**config.mk**
```make
export PLATFORM = sky130hd
export DESIGN_NAME = alu_exec_unit
export DESIGN_NICKNAME = d
export VERILOG_FILES = /design/src/rtl/alu_exec_unit.sv
export SDC_FILE = /design/constraint.sdc
export NUM_CORES = 1
export LEC_CHECK = 0
export ABC_AREA = 1
export BUFFER_PORTS_ARGS = -buffer_cell sky130_fd_sc_hd__buf_2
export CAP_MARGIN = 40
export CORE_MARGIN = 4
export CORE_UTILIZATION = 30
export DETAILED_ROUTE_END_ITERATION = 10
export PLACE_DENSITY_LB_ADDON = 0.08
export SLEW_MARGIN = 20
export SYNTH_ARGS = -nofsm -noshare
export SYNTH_HDL_FRONTEND = slang
export SYNTH_SLANG_ARGS = --single-unit
export TNS_END_PERCENT = 30
```
**constraint.sdc**
```tcl
create_clock -name clk -period 23.4 [get_ports clk]
set_input_delay 3.51 -clock clk [delete_from_list [all_inputs] [get_ports clk]]
set_output_delay 3.51 -clock clk [all_outputs]
set_load 0.005 [all_outputs]
```
**src/rtl/alu_exec_unit.sv**
```systemverilog
// EX-stage ALU: decodes ALUop/funct and executes behind valid/ready handshakes.
// Single-cycle ops finish in one cycle; MULTU runs as an iterative LSB-first shift-add.
module alu_exec_unit #(
  parameter int unsigned  WIDTH  = 32,
  parameter bit           MUL_EN = 1'b1,
  localparam int unsigned SW     = $clog2(WIDTH)
) (
  input  logic             clk,
  input  logic             rst,
  input  logic             in_valid,
  output logic             in_ready,
  input  logic [1:0]       alu_op,
  input  logic [5:0]       funct,
  input  logic [WIDTH-1:0] opa,
  input  logic [WIDTH-1:0] opb,
  input  logic [SW-1:0]    shamt,
  output logic             out_valid,
  input  logic             out_ready,
  output logic [WIDTH-1:0] result,
  output logic [WIDTH-1:0] result_hi,
  output logic             zero,
  output logic             illegal
);

  localparam logic [1:0] IDLE = 2'd0;
  localparam logic [1:0] MUL  = 2'd1;
  localparam logic [1:0] DONE = 2'd2;

  localparam logic [5:0] F_ADD   = 6'b100000;
  localparam logic [5:0] F_SUB   = 6'b100010;
  localparam logic [5:0] F_AND   = 6'b100100;
  localparam logic [5:0] F_OR    = 6'b100101;
  localparam logic [5:0] F_NOR   = 6'b100111;
  localparam logic [5:0] F_SLT   = 6'b101010;
  localparam logic [5:0] F_SLTU  = 6'b101011;
  localparam logic [5:0] F_SLL   = 6'b000000;
  localparam logic [5:0] F_SRL   = 6'b000010;
  localparam logic [5:0] F_SRA   = 6'b000011;
  localparam logic [5:0] F_MULTU = 6'b011001;

  logic [1:0]         state;
  logic [SW-1:0]      count;
  logic [2*WIDTH-1:0] acc;
  logic [2*WIDTH-1:0] acc_next;
  logic [2*WIDTH-1:0] mcand;
  logic [WIDTH-1:0]   mplier;
  logic               accept;
  logic               is_mul;
  logic               alu_ill;
  logic [WIDTH-1:0]   alu_res;

  assign in_ready  = (state == IDLE);
  assign out_valid = (state == DONE);
  assign accept    = in_valid & in_ready;
  assign acc_next  = mplier[0] ? (acc + mcand) : acc;

  always_comb begin
    alu_res = '0;
    alu_ill = 1'b0;
    is_mul  = 1'b0;
    case (alu_op)
      2'b00: alu_res = opa + opb;
      2'b01: alu_res = opa - opb;
      2'b10: begin
        case (funct)
          F_ADD:   alu_res = opa + opb;
          F_SUB:   alu_res = opa - opb;
          F_AND:   alu_res = opa & opb;
          F_OR:    alu_res = opa | opb;
          F_NOR:   alu_res = ~(opa | opb);
          F_SLT:   alu_res = {{(WIDTH-1){1'b0}}, ($signed(opa) < $signed(opb))};
          F_SLTU:  alu_res = {{(WIDTH-1){1'b0}}, (opa < opb)};
          F_SLL:   alu_res = opb << shamt;
          F_SRL:   alu_res = opb >> shamt;
          F_SRA:   alu_res = $unsigned($signed(opb) >>> shamt);
          F_MULTU: begin
            if (MUL_EN) is_mul  = 1'b1;
            else        alu_ill = 1'b1;
          end
          default: alu_ill = 1'b1;
        endcase
      end
      default: alu_ill = 1'b1;
    endcase
  end

  always_ff @(posedge clk or posedge rst) begin
    if (rst) begin
      state     <= IDLE;
      count     <= '0;
      acc       <= '0;
      mcand     <= '0;
      mplier    <= '0;
      result    <= '0;
      result_hi <= '0;
      zero      <= 1'b0;
      illegal   <= 1'b0;
    end else begin
      case (state)
        IDLE: begin
          if (accept) begin
            if (is_mul) begin
              mcand  <= {{WIDTH{1'b0}}, opa};
              mplier <= opb;
              acc    <= '0;
              count  <= '0;
              state  <= MUL;
            end else begin
              result    <= alu_res;
              result_hi <= '0;
              zero      <= (alu_res == '0);
              illegal   <= alu_ill;
              state     <= DONE;
            end
          end
        end
        MUL: begin
          // Last iteration writes the product straight from acc_next, so WIDTH MUL cycles total.
          if (count == SW'(WIDTH - 1)) begin
            {result_hi, result} <= acc_next;
            zero    <= (acc_next == '0);
            illegal <= 1'b0;
            state   <= DONE;
          end else begin
            acc    <= acc_next;
            mcand  <= mcand << 1;
            mplier <= mplier >> 1;
            count  <= count + 1'b1;
          end
        end
        DONE: begin
          if (out_ready) state <= IDLE;
        end
        default: state <= IDLE;
      endcase
    end
  end

endmodule

```
==> run metrics, run 1 <==
Max IR drop VDD=62.6 uV; GPL Wtd Cong=0.993; YS warnings=0; crit-path max FO=67; initial antenna violation count=6; Hold-fix buffers, CTS=0; reg-to-reg setup timing slack=18.48 ns; Max Buffers Root-to-Sink=3; Skew-Pair Late Insertion Delay=0.58 ns; vias post-DR=30498; status=completed; MaxCap Viol Count=0; Pleak=0.0153 uW; Worst-path clk slew=0.06 ns; worst slew pin tran=0.882 ns; Num CTS Buffers=35; port bufs=148; worst hold path cell count=2; Core Area=85700 um2; Tcrit/Tclk final=28.9%; initial drt markers=3219; final instance area=29100 um2; unrepaired setup endpoints after global routing=no; GR Overflow Total=0; Setup-failing EPs final=0; Area growth syn-to-layout=11.8%; Avg WL per Cell=23.2 um; num ports=149; clk sink count=233; ranking of synthesized cells by area=dfrtp_1, nand2_1, nand3_1; Yosys reg bits=233; Yosys cell types=47; fin. max-slew vios=0; layout cells sized above 1=7.18%; Post-Syn Area per Cell=5.74 um2; std cell rows=107; first-pass GRT wire length=195 mm; worst r2r src=state[0]; Synth top cells by count=nand2_1, inv_1, nand3_1, nor2_1, o21ai_0; Post-CTS Setup Bufs=0; Post-DP Area=27900 um2; vias in the first global route=28536; Final Hold Viols=0; Top FF cell, synth=dfrtp_1; # resized after CTS=0; post-synthesis sequential area ratio=22.4%; Remaining DRCs=0; cell count after synthesis=4532; reg2reg end=mcand[6]; Yosys top cell by area=dfrtp_1; PwrDens=97.9 nW/um2; most common cell in the netlist=nand2_1; nets=4835; H-tree depth=2; CP required=23.88 ns; CP Class=in -> reg; HPWL after DPL=109 mm; Chip Height=303 um; Worst Hold Class=reg -> reg; Clock Skews=0.0345 ns; time the worst path needs with I/O delays and setup=6.77 ns; Total GRT Usage=28.5%; CTS tree=yes; final WL=134 mm; Hold EP=result_hi[7]; Arr. time, crit path=7.25 ns; Mapped Area=26000 um2; Worst Setup End Kind=flip-flop; Hold Startpoint=result_hi[7]; EDFF count, synth=0; Initial Util=30.4%; Die Wd=303 um; Reg2Reg Depth=14; setup tns final=0 ns; CTS root buf=clkbuf_16; antenna-violating nets left=0; Vias/cell=5.30; Hold Slack=0.478 ns; crit path from=funct[0]; largest net degree at the start of global routing=73; post-synth net total=4780; Fmax=148 MHz; post-synth top area share=22.4%; DIE AREA=91600 um2; FFs w/ async S/R, synth=100%; Critical Path Start Type=primary input; DR pass1 iterations=6; Slew HR=41.0%
==> power by group <==
group	switching [uW]	internal (uW)	leakage, uW
registers	152	549	0.00302
clock network	219	348	0.000596
logic	1100	480	0.0117
==> layout by cell type, fill, tap and decap left out, drive strengths merged, types with 4 or more instances in the layout <==
master  count
a21boi      5
xor2        9
o31ai       6
a21oi     234
xnor2      12
nor2      380
buf       188
o21a        5
a31oi      27
nand4      47
or2        53
and2        8
o21bai     17
bufinv      4
clkinv     10
o211ai     35
clkbuf     45
nor3       35
ha        164
nand3     592
nand3b      6
o22ai      87
inv       607
nor4        4
o21ai     259
dfrtp     233
nand2    1517
==> stage by stage <==
step,setup WS [ns],total power (uW),util [%],std cells
2_1_floorplan,13.50,1670,-,4532
3_3_place_gp,16.09,2260,32.3,5682
3_5_place_dp,16.15,2270,32.6,5694
4_1_cts,16.72,2860,34.0,5755
5_1_grt,16.39,3070,34.0,5755
6_report,16.63,2850,34.0,5756
==> worst max-delay path by stage <==
stage | depth (start not counted) | endpoint
floorplan | 1 | acc[0]
global placement | 20 | zero
detailed placement | 11 | mplier[0]
CTS | 11 | mplier[9]
global route | 11 | mplier[5]
finish | 11 | mcand[6]
==> kinds of logic after synthesis <==
group / synth area share [%]
xor gates and xnor gates: 0.707
adders and majority gates: 8.11
and+or+nand+nor: 42.4
buffers and inverters: 11.7
muxes: 0.168
AOI/OAI and AO/OA: 14.6
DFF: 22.4
==> critical path, cell delays in order <==
cell and delay, ns:
buf_2 0.23, nand2_1 0.10, nor3_1 0.45, nand2_1 0.10
nand2_1 0.14, nand2_4 0.36, buf_4 0.48, inv_4 0.67
buf_4 0.66, o22ai_1 0.16, a21oi_1 0.15
==> layer usage <==
| metal | share of wire [%] | vias up | global-route usage (%) |
|---|---|---|---|
| met4 | 3.6 | 2 | 8.92 |
| met3 | 6.2 | 185 | 3.77 |
| met1 | 46 | 14443 | 40.2 |
| met5 | 0.0075 | - | 0 |
| li1 | - | 14808 | - |
| met2 | 44 | 1060 | 45.2 |
==> area by class of cell <==
class / instances / area, um2
clock inverter: 16 / 204
timing repair buffer: 188 / 1120
sequential: 233 / 5830
inverter: 607 / 2290
fill: 9912 / 56600
clock buffer: 45 / 1000
antenna: 1 / 2.50
multi-input combinational: 3522 / 17200
tap: 1144 / 1430
==> registers in the layout, indices dropped and copies added (netlist names) <==
register,count
result,32
illegal,1
result_hi,32
mplier,32
acc,64
state,2
count,5
mcand,64
zero,1
No activity file was read; power rests on OpenSTA's default activity.
==> inputs of run 2 (changes only) <==
==> constraint.sdc (replaced) <==
create_clock -name clk -period 6.74 [get_ports clk]
set_input_delay 1.011 -clock clk [delete_from_list [all_inputs] [get_ports clk]]
set_output_delay 1.011 -clock clk [all_outputs]
set_load 0.005 [all_outputs]
==> run 2 against run 1 <==
  * Combinational power rose to 3.5 times the previous value
  * Cell count barely moved
  * Sequential power rose to 3.5 times the previous value
  * Clock-buffer cell count did not move
  * Via count rose by 0.66%
  * Critical path depth rose by 10
  * Power rose to 3.4 times the previous value
  * Utilization fell by 0.074 points
  * Register-to-register slack got worse by 16 ns
  * Setup slack got worse by 14 ns
  * Global-route usage rose by 0.75 points
==> run metrics, run 2 (synthesis gave the netlist of run 1 again) <==
num ports=149 (unchanged); Chip Height=303 um (unchanged); vias in the first global route=29149 (+2.1%); # resized after CTS=0 (unchanged); setup tns final=0 ns (unchanged); CP max-delay cell=fa_1; Total GRT Usage=29.3% (+0.75 points); GR Overflow Total=0 (unchanged); Slew HR=26.4% (-15 points); Die Wd=303 um (unchanged); Avg WL per Cell=23.9 um (+2.9%); port bufs=148 (unchanged); most frequent CP cell=nand2_1; worst r2r src=acc[0]; initial antenna violation count=7 (+1); Num CTS Buffers=31 (-11%); Max Buffers Root-to-Sink=3 (unchanged); Post-CTS Setup Bufs=0 (unchanged); grt peak-use layer=met2; antenna-violating nets left=0 (unchanged); final WL=138 mm (+3.0%); Area growth syn-to-layout=11.5%; reg-to-reg setup timing slack=2.25 ns (-16.23 ns); CP required=7.31 ns (-16.57 ns); CP endpoint=zero; crit-path max cell delay=0.52 ns (-0.15 ns); std cell rows=107 (unchanged); MaxCap Viol Count=0 (unchanged); Tcrit/Tclk final=66.6%; CTS root buf=clkbuf_16; Fmax=223 MHz; Setup-failing EPs final=0 (unchanged); largest net degree at the start of global routing=128 (+75%); Reg2Reg Depth=21 (+7); Critical Path Start Type=flip-flop; M3 GR Usage=2.51% (-1.3 points); clk sink count=233 (unchanged); reg2reg end=zero; most common cell after layout, fill and taps aside=nand2_1; time the worst path needs with I/O delays and setup=4.49 ns; Core Area=85700 um2 (unchanged); Pint=4630 uW (+240%); routing usage on met2=46.8% (+1.7 points); Reg power frac=24.8% (+0.2 points); Arr. time, crit path=5.06 ns (-2.19 ns); initial drt markers=3098 (-3.8%); status=completed; DIE AREA=91600 um2 (unchanged); Non-Filler Instances=5760 (+0.069%); Clock Skews=0.0360 ns (+0.00150 ns); unrepaired setup endpoints after global routing=no; Hold-fix buffers, CTS=0 (unchanged); HPWL after DPL=113 mm (+4.0%); crit-path max FO=5 (-93%); Initial Util=30.4% (unchanged); Worst Setup End Kind=flip-flop; Vias/cell=5.33 (+0.59%); Gate power share=57.4% (+1.9 points); CTS tree=yes; fin. max-slew vios=0 (unchanged); biggest regs=acc (64), mcand (64); met1 Use GR=41.3% (+1.1 points); Max IR drop VDD=223 uV (+260%); Filler Cells Inserted=9913 (+0.010%); CP Cell Sequence=ha_1 -> fa_1 -> nand3_1 -> nand3_1 -> nand2_1 -> nand2_1 -> nand2_1 -> nand2_1 -> nand2_1 -> nand2_1 -> nand2_1 -> nand3_1 -> o21ai_0 -> nand3_1 -> nor2_1 -> nand2_1 -> nor2_1 -> nand4_1 -> nand2_1 -> nand2_1 -> nand2_1; Psw=5120 uW (+250%); Pleak=0.0153 uW (-0.26%); Final Hold Viols=0 (unchanged); crit path from=acc[0]; worst slew pin tran=1.10 ns (+0.222 ns); PwrDens=336 nW/um2 (+240%); Placed Cells=5700 (+0.11%); Worst-path clk slew=0.08 ns (+0.02 ns); Clock Power Share=17.8% (-2.1 points); GPL Wtd Cong=1.05 (+5.4%); vias post-DR=30700 (+0.66%); DR pass1 iterations=6 (unchanged); layout cells sized above 1=7.11% (-0.068 points); Remaining DRCs=0 (unchanged); switching share of total power=52.5% (+0.79 points); Skew-Pair Late Insertion Delay=0.62 ns (+0.04 ns); H-tree depth=1 (-1); nets=4840 (+0.10%); first-pass GRT wire length=199 mm (+2.4%); CP Class=reg -> reg; most frequent cells in the layout=nand2_1, inv_1, nand3_1; Worst Hold Class=in -> async
## run 2: power by group through the flow
stage / registers, uW / logic (uW) / clock network [uW]
after floorplan: 2180 / 3630 / 0
final: 2420 / 5590 / 1740
after global routing: 2480 / 6190 / 1830
after CTS: 2420 / 5550 / 1790
after detailed placement: 2430 / 5520 / 0
after global placement: 2440 / 5510 / 0
## run 2: metal layers
| metal | share of wire, % | up-vias |
|---|---|---|
| met2 | 44 | 1111 |
| met1 | 46 | 14571 |
| met4 | 4.3 | 2 |
| met5 | 0.0094 | - |
| met3 | 5.9 | 203 |
| li1 | - | 14813 |
## run 2: worst max-delay path: cells and delay by family (launching register included)
kind | cells | cell delay (ns)
adder cells (fa/ha/maj) | 2 | 0.76
flip-flops | 1 | 0.40
AO/OA/AOI/OAI | 1 | 0.15
AND/OR/NAND/NOR | 18 | 3.14
## run 2: final cells by class
type / instances / area [um2] / share of cell area, %
Clock buffer: 45 / 908 / 3.13
Clock inverter: 9 / 138 / 0.474
Multi-Input combinational cell: 3522 / 17200 / 59.3
Timing Repair Buffer: 197 / 1220 / 4.21
Inverter: 607 / 2290 / 7.87
Sequential cell: 233 / 5830 / 20.1
Tap cell: 1144 / 1430 / 4.93
Antenna cell: 3 / 7.51 / 0.0259
## run 2: worst min path at each step
stage | startpoint | to | slack (ns) | cells past startpoint
after floorplan | mplier[31] | mplier[31] | 0.45 | 2
after global placement | result_hi[10] | result_hi[10] | 0.46 | 2
after detailed placement | result[3] | result[3] | 0.47 | 2
after CTS | rst | acc[1] | 0.34 | 2
after global routing | rst | mcand[3] | 0.37 | 2
final | rst | acc[1] | 0.36 | 2
## run 2: metrics by stage
step           area [um2]  hold WS, ns  total power [uW]  utilization, %  setup slack, ns
3_5_place_dp        27900        0.468              7950            32.6             2.08
2_1_floorplan       26000        0.453              5810               -             2.68
4_1_cts             29000        0.344              9750            33.8             2.27
3_3_place_gp        27800        0.465              7950            32.4             1.83
6_report            29000        0.365              9750            33.9             2.25
5_1_grt             29000        0.374             10500            33.9             2.09
